**src/rtl/debug_link_pkg.sv**
```systemverilog
// Shared constants and state encoding for the host debug link.
package debug_link_pkg;

    // Host opcodes
    localparam logic [7:0] OP_PROG = 8'h50;  // 'P': program code ROM
    localparam logic [7:0] OP_CMD  = 8'h43;  // 'C': issue debug command

    // Status bytes returned to the host
    localparam logic [7:0] RSP_OK  = 8'h4B;  // 'K'
    localparam logic [7:0] RSP_ERR = 8'h45;  // 'E'
    localparam logic [7:0] RSP_TMO = 8'h54;  // 'T'

    typedef enum logic [3:0] {
        S_IDLE,
        S_ADDR_HI,
        S_ADDR_LO,
        S_LEN,
        S_DATA,
        S_ARG,
        S_ISSUE,
        S_WAIT,
        S_RESP
    } state_e;

endpackage

```
**src/rtl/debug_host_link.sv**
```systemverilog
// Byte-stream decoder between the host UART and the debug harness. Turns 'P' packets into
// code-ROM write strobes and 'C' packets into single-cycle debug commands, and answers every
// packet with one status byte.
module debug_host_link
    import debug_link_pkg::*;
#(
    parameter int unsigned ADDR_W         = 12,
    parameter int unsigned MAX_CMD        = 3,
    parameter int unsigned TIMEOUT_CYCLES = 1024
) (
    input  logic              clk,
    input  logic              reset_code_rom_n,
    input  logic [7:0]        rx_data,
    input  logic              rx_valid,
    output logic              rx_ready,
    output logic [7:0]        tx_data,
    output logic              tx_valid,
    input  logic              tx_ready,
    input  logic              command_complete,
    output logic [3:0]        debug_cmd,
    output logic [7:0]        code_rom_data_in,
    output logic [ADDR_W-1:0] code_rom_addr_in,
    output logic              program_rom_mode,
    output logic              busy
);

    localparam int unsigned TW = $clog2(TIMEOUT_CYCLES) + 1;

    state_e            state_q, state_d;
    logic [7:0]        hi_q, hi_d;
    logic [ADDR_W-1:0] addr_q, addr_d;
    logic [8:0]        cnt_q, cnt_d;
    logic [3:0]        arg_q, arg_d;
    logic [7:0]        rsp_q, rsp_d;
    logic [TW-1:0]     tmo_q, tmo_d;
    logic              wr_q, wr_d;
    logic [7:0]        wdata_q, wdata_d;
    logic [ADDR_W-1:0] waddr_q, waddr_d;
    logic              resp_show;

    // State and datapath registers; reset abandons any packet in flight.
    always_ff @(posedge clk or negedge reset_code_rom_n) begin
        if (!reset_code_rom_n) begin
            state_q <= S_IDLE;
            hi_q    <= '0;
            addr_q  <= '0;
            cnt_q   <= '0;
            arg_q   <= '0;
            rsp_q   <= '0;
            tmo_q   <= '0;
            wr_q    <= 1'b0;
            wdata_q <= '0;
            waddr_q <= '0;
        end else begin
            state_q <= state_d;
            hi_q    <= hi_d;
            addr_q  <= addr_d;
            cnt_q   <= cnt_d;
            arg_q   <= arg_d;
            rsp_q   <= rsp_d;
            tmo_q   <= tmo_d;
            wr_q    <= wr_d;
            wdata_q <= wdata_d;
            waddr_q <= waddr_d;
        end
    end

    // Packet parser: next state, handshakes and harness outputs.
    always_comb begin
        state_d   = state_q;
        hi_d      = hi_q;
        addr_d    = addr_q;
        cnt_d     = cnt_q;
        arg_d     = arg_q;
        rsp_d     = rsp_q;
        tmo_d     = tmo_q;
        wr_d      = 1'b0;
        wdata_d   = wdata_q;
        waddr_d   = waddr_q;
        rx_ready  = 1'b0;
        tx_valid  = 1'b0;
        tx_data   = '0;
        debug_cmd = '0;
        resp_show = 1'b0;

        unique case (state_q)
            S_IDLE: begin
                rx_ready = 1'b1;
                if (rx_valid) begin
                    if (rx_data == OP_PROG) begin
                        state_d = S_ADDR_HI;
                    end else if (rx_data == OP_CMD) begin
                        state_d = S_ARG;
                    end else begin
                        rsp_d   = RSP_ERR;
                        state_d = S_RESP;
                    end
                end
            end
            S_ADDR_HI: begin
                rx_ready = 1'b1;
                if (rx_valid) begin
                    hi_d    = rx_data;
                    state_d = S_ADDR_LO;
                end
            end
            S_ADDR_LO: begin
                rx_ready = 1'b1;
                if (rx_valid) begin
                    addr_d  = ADDR_W'({hi_q, rx_data});
                    state_d = S_LEN;
                end
            end
            S_LEN: begin
                rx_ready = 1'b1;
                if (rx_valid) begin
                    // A zero count byte stands for a full 256-byte block
                    cnt_d   = (rx_data == 8'd0) ? 9'd256 : {1'b0, rx_data};
                    state_d = S_DATA;
                end
            end
            S_DATA: begin
                rx_ready = 1'b1;
                if (rx_valid) begin
                    wr_d    = 1'b1;
                    wdata_d = rx_data;
                    waddr_d = addr_q;
                    addr_d  = addr_q + ADDR_W'(1);
                    cnt_d   = cnt_q - 9'd1;
                    if (cnt_q == 9'd1) begin
                        rsp_d   = RSP_OK;
                        state_d = S_RESP;
                    end
                end
            end
            S_ARG: begin
                rx_ready = 1'b1;
                if (rx_valid) begin
                    if (rx_data == 8'd0 || 32'(rx_data) > MAX_CMD) begin
                        rsp_d   = RSP_ERR;
                        state_d = S_RESP;
                    end else begin
                        arg_d   = rx_data[3:0];
                        state_d = S_ISSUE;
                    end
                end
            end
            S_ISSUE: begin
                debug_cmd = arg_q;
                tmo_d     = '0;
                state_d   = S_WAIT;
            end
            S_WAIT: begin
                tmo_d = tmo_q + TW'(1);
                // Completion takes priority over a timeout landing in the same cycle
                if (command_complete) begin
                    rsp_d   = RSP_OK;
                    state_d = S_RESP;
                end else if (tmo_d == TW'(TIMEOUT_CYCLES - 1)) begin
                    rsp_d   = RSP_TMO;
                    state_d = S_RESP;
                end
            end
            S_RESP: begin
                // Hold the status back while the final ROM write strobe is still out
                resp_show = !wr_q;
                tx_valid  = resp_show;
                tx_data   = rsp_q;
                if (resp_show && tx_ready) begin
                    state_d = S_IDLE;
                end
            end
            default: begin
                state_d = S_IDLE;
            end
        endcase
    end

    assign program_rom_mode = wr_q;
    assign code_rom_data_in = wdata_q;
    assign code_rom_addr_in = waddr_q;
    assign busy             = (state_q != S_IDLE);

endmodule

```
**config.mk**
```make
export PLATFORM = sky130hd
export DESIGN_NAME = debug_host_link
export DESIGN_NICKNAME = d
export VERILOG_FILES = /design/src/rtl/debug_link_pkg.sv /design/src/rtl/debug_host_link.sv
export SDC_FILE = /design/constraint.sdc
export NUM_CORES = 1
export LEC_CHECK = 0
export BUFFER_PORTS_ARGS = -buffer_cell sky130_fd_sc_hd__buf_2
export CORE_ASPECT_RATIO = 0.9
export CORE_MARGIN = 5
export CORE_UTILIZATION = 35
export DETAILED_ROUTE_END_ITERATION = 16
export PLACE_DENSITY = 0.53
export SLEW_MARGIN = 15
export SYNTH_ARGS = -nofsm -noshare
export SYNTH_HDL_FRONTEND = slang
export SYNTH_SLANG_ARGS = --single-unit
```
**constraint.sdc**
```tcl
create_clock -name clk -period 3.1 [get_ports clk]
set_input_delay 0.155 -clock clk [delete_from_list [all_inputs] [get_ports clk]]
set_output_delay 0.155 -clock clk [all_outputs]
set_load 0.05 [all_outputs]
```
==> metrics.csv <==
stage;metric;value;unit
detailed_routing;Via density;5.29;
cells_and_area;final std cells w/o fill;573;
worst_setup_path;CP Cell Sequence;or4_4 > and4bb_1 > o211ai_2 > or4b_4 > or2_4 > a22o_1;
cts;CTS Root Cell;clkbuf_16;
worst_hold_path;Worst Hold Class;primary input to flip-flop;
sta;final setup TNS;0;ps
placement;dpl cells;556;
cells_and_area;antenna cell count;0;
power;Logic pwr share;0.454;
cells_and_area;layout cell share with drive strength beyond 1;0.234;
cts;clock sinks;70;
worst_setup_path;worst reg2reg setup slack;490;ps
floorplan;I/O Pins;49;
sta;Hold WS;119;ps
logic_synthesis;Yosys cell types;50;
detailed_routing;drt wl/cell;15.3;µm
logic_synthesis;register area share after synthesis;0.474;
worst_setup_path;Reg2Reg Depth;6;
floorplan;die width;118;µm
placement;dpl ws;470;ps
sta;Hold Fails Final Rpt;0;
logic_synthesis;top_reg_cell synth;dfrtp_1;
power;Clk network pwr share;0.208;
placement;number of port buffers;46;
power;internal power;2.53;mW
worst_setup_path;Worst R2R Start;cnt_q[5];
worst_setup_path;Worst path top cell family by delay;simple AND/OR/NAND/NOR gates;
logic_synthesis;synthesis-stage register bit count;70;
power;switch share;0.455;
sta;Final Skew;10.8;ps
worst_setup_path;WP depth;6;
cells_and_area;Design Area, Final;4360;µm²
power;share of power burned in registers;0.338;
sta;worst slew margin relative to its limit;0.520;
cts;clk slew on worst S/H paths;60;ps
worst_hold_path;hold path start;rx_data[7];
worst_setup_path;crit path DAT;2830;ps
placement;Post-DP Area;4060;µm²
logic_synthesis;Syn Area/Cell;9.38;µm²
cts;H-tree depth;3;
sta;Final Critical Period;2610;ps
logic_synthesis;Synth Cell Area;3700;µm²
global_routing;initial antenna violation count;0;
worst_setup_path;Buf/Inv on CP;0;
job;max_cap viols;0;
sta;fin. max-slew vios;0;
worst_setup_path;slowest CP cell;or4b_4;
worst_setup_path;max incr delay on CP;600;ps
global_routing;largest net degree at the start of global routing;48;
power;Tot Pwr;4.65;mW
worst_hold_path;Hold Path Sink;code_rom_data_in[7];
worst_setup_path;CP Max Fanout;7;
floorplan;Core Area;10300;µm²
cts;worst skew pair latency;340;ps
sta;Final Worst Setup Slack;494;ps
sta;actual slew at the worst max-slew pin;713;ps
placement;hpwl dp;6240;µm
detailed_routing;Remaining DRCs;0;
worst_setup_path;CP Capture Type;flip-flop;
global_routing;first-pass GRT wire length;14800;µm
worst_hold_path;Worst Hold Path Cells;2;
placement;RD Place Congestion;0.804;
detailed_routing;Via Count;3033;
worst_setup_path;Crit Path Category;flip-flop to flip-flop;
logic_synthesis;async set-or-reset flop fraction in the synthesized netlist;1.00;
cells_and_area;area delta synth->final;17.8;%
sta;Final Setup Violations;0;
logic_synthesis;YS warnings;0;
global_routing;grt ovf;0;
global_routing;All-Layer GR Usage;0.145;
logic_synthesis;Post-synth EDFFs;0;
cts;CTS buffer count;9;
sta;fmax;0.384;GHz
worst_setup_path;Critical Path RT;3330;ps
detailed_routing;Starting DRT DRC Count;218;
sta;RSZ-0062 raised after global routing;no;
detailed_routing;DRT antenna net count;0;
logic_synthesis;Post-Synthesis Cells;394;
global_routing;vias in the first global route;2929;
status;run status;completed;
floorplan;die height;108;µm
power;Pwr per Cell Area;1070;nW/µm²
detailed_routing;DR pass1 iterations;4;
worst_setup_path;startpoint class of the critical path;flip-flop;
floorplan;Starting Density;0.359;
detailed_routing;total wire length;8780;µm
cells_and_area;layout net count;457;
worst_setup_path;RR Endpoint;rsp_q[2];
power;VDD IR max;527;µV
power;LEAKAGE;1.95;nW
cts;clk buf depth;2;
floorplan;Die ar.;12700;µm²
power;Sw Pwr;2.11;mW
sta;Period Utilization, post-route;0.841;
cts;CTS tree;done;
cells_and_area;Core Util, Final;0.423;
floorplan;# rows;35;
sequential cells by signal, summed over array words and instances, names as in the netlist:
name	cells
rsp_q	5
tmo_q	11
code_rom_addr_in	12
state_q	4
hi_q	4
cnt_q	9
addr_q	12
arg_q	4
program_rom_mode	1
code_rom_data_in	8
area by class of cell:
class | instances | area [µm²]
Clock inverter | 6 | 43.8
Multi-Input combinational cell | 295 | 1830
Fill cell | 1036 | 5930
Tap cell | 129 | 161
Clock buffer | 10 | 239
Sequential cell | 70 | 1750
Timing Repair Buffer | 55 | 300
Inverter | 8 | 30.0
placed cells by master, fill, tap and decap left out, types with 2 or more instances in the layout:
cell type,n
clkbuf_16,9
nand3_1,13
or4_1,2
nor2b_1,4
ha_1,5
o21ai_0,31
and3_1,5
a22oi_1,4
mux2_2,25
nor4_1,4
buf_4,8
a21o_1,3
o22ai_1,4
clkinv_2,2
dfrtp_1,70
o32ai_1,3
nand2_1,44
a311oi_1,2
inv_6,2
nor2_1,31
buf_2,46
a21oi_1,29
or2_2,2
conb_1,2
or3_1,3
a31oi_1,5
o22a_1,4
o31ai_1,2
and2_1,13
a22o_1,9
mux2i_1,2
inv_1,8
nand2b_1,13
nor3_1,12
layer usage:
| layer | wire length, µm | share of wire | track usage | up-vias |
|---|---|---|---|---|
| li1 | - | - | - | 1509 |
| met1 | 4350 | 0.49 | 0.205 | 1427 |
| met2 | 3750 | 0.43 | 0.206 | 87 |
| met3 | 521 | 0.059 | 0.0405 | 10 |
| met4 | 159 | 0.018 | 0.0639 | 0 |
| met5 | 0 | 0 | 0 | - |
cell usage after synthesis (all sizes together) (5+ instances only):
cell type,count,share of area
a21oi,29,0.039
nand2b,13,0.022
nor3,13,0.018
nand3,13,0.018
o21ai,31,0.042
and3,5,0.0085
and2,13,0.022
a31oi,5,0.0085
inv,8,0.0081
nand2,44,0.045
clkbuf,18,0.018
a22o,9,0.021
o22a,5,0.012
ha,5,0.017
nor2,31,0.031
mux2,25,0.076
dfrtp,70,0.47
worst max-delay path by stage:
stage | start | end | slack, ps
detailed placement | cnt_q[5] | rsp_q[2] | 470
global route | cnt_q[5] | rsp_q[2] | 390
finish | cnt_q[5] | rsp_q[2] | 490
floorplan | cnt_q[5] | rsp_q[2] | 620
CTS | cnt_q[5] | rsp_q[2] | 480
global placement | cnt_q[5] | rsp_q[2] | 520
timing repair:
item | in CTS | in global routing
hold buffers | 1 | 0
resized for setup | 0 | 0
hold endpoints to repair | 70 | 0
setup buffers | 0 | 0
kinds of logic (layout without fill, tap and decap cells):
group | after synthesis | in the layout | share of synthesized area
AO/OA/AOI/OAI | 105 | 105 | 0.180
adder cells (fa/ha/maj) | 5 | 5 | 0.0169
buffers and inverters | 30 | 79 | 0.0335
flip-flops | 70 | 70 | 0.474
multiplexers | 27 | 27 | 0.0816
other | 1 | 2 | 0.00101
AND/OR/NAND/NOR | 156 | 156 | 0.214
power by group through the flow:
stage	clock network (mW)	logic [mW]	registers, mW
2_1_floorplan	0	1.22	1.95
3_3_place_gp	0	2.10	1.57
3_5_place_dp	0	2.12	1.59
4_1_cts	1.01	2.12	1.57
5_1_grt	1.05	2.32	1.63
6_report	0.966	2.11	1.57
worst reg2reg max path, delay by kind of cell (launching register included):
kind / cells / cell delay [ps]
flops: 1 / 400
compound gates: 2 / 380
simple gates: 4 / 1740
(Power assumes the default switching activity.)
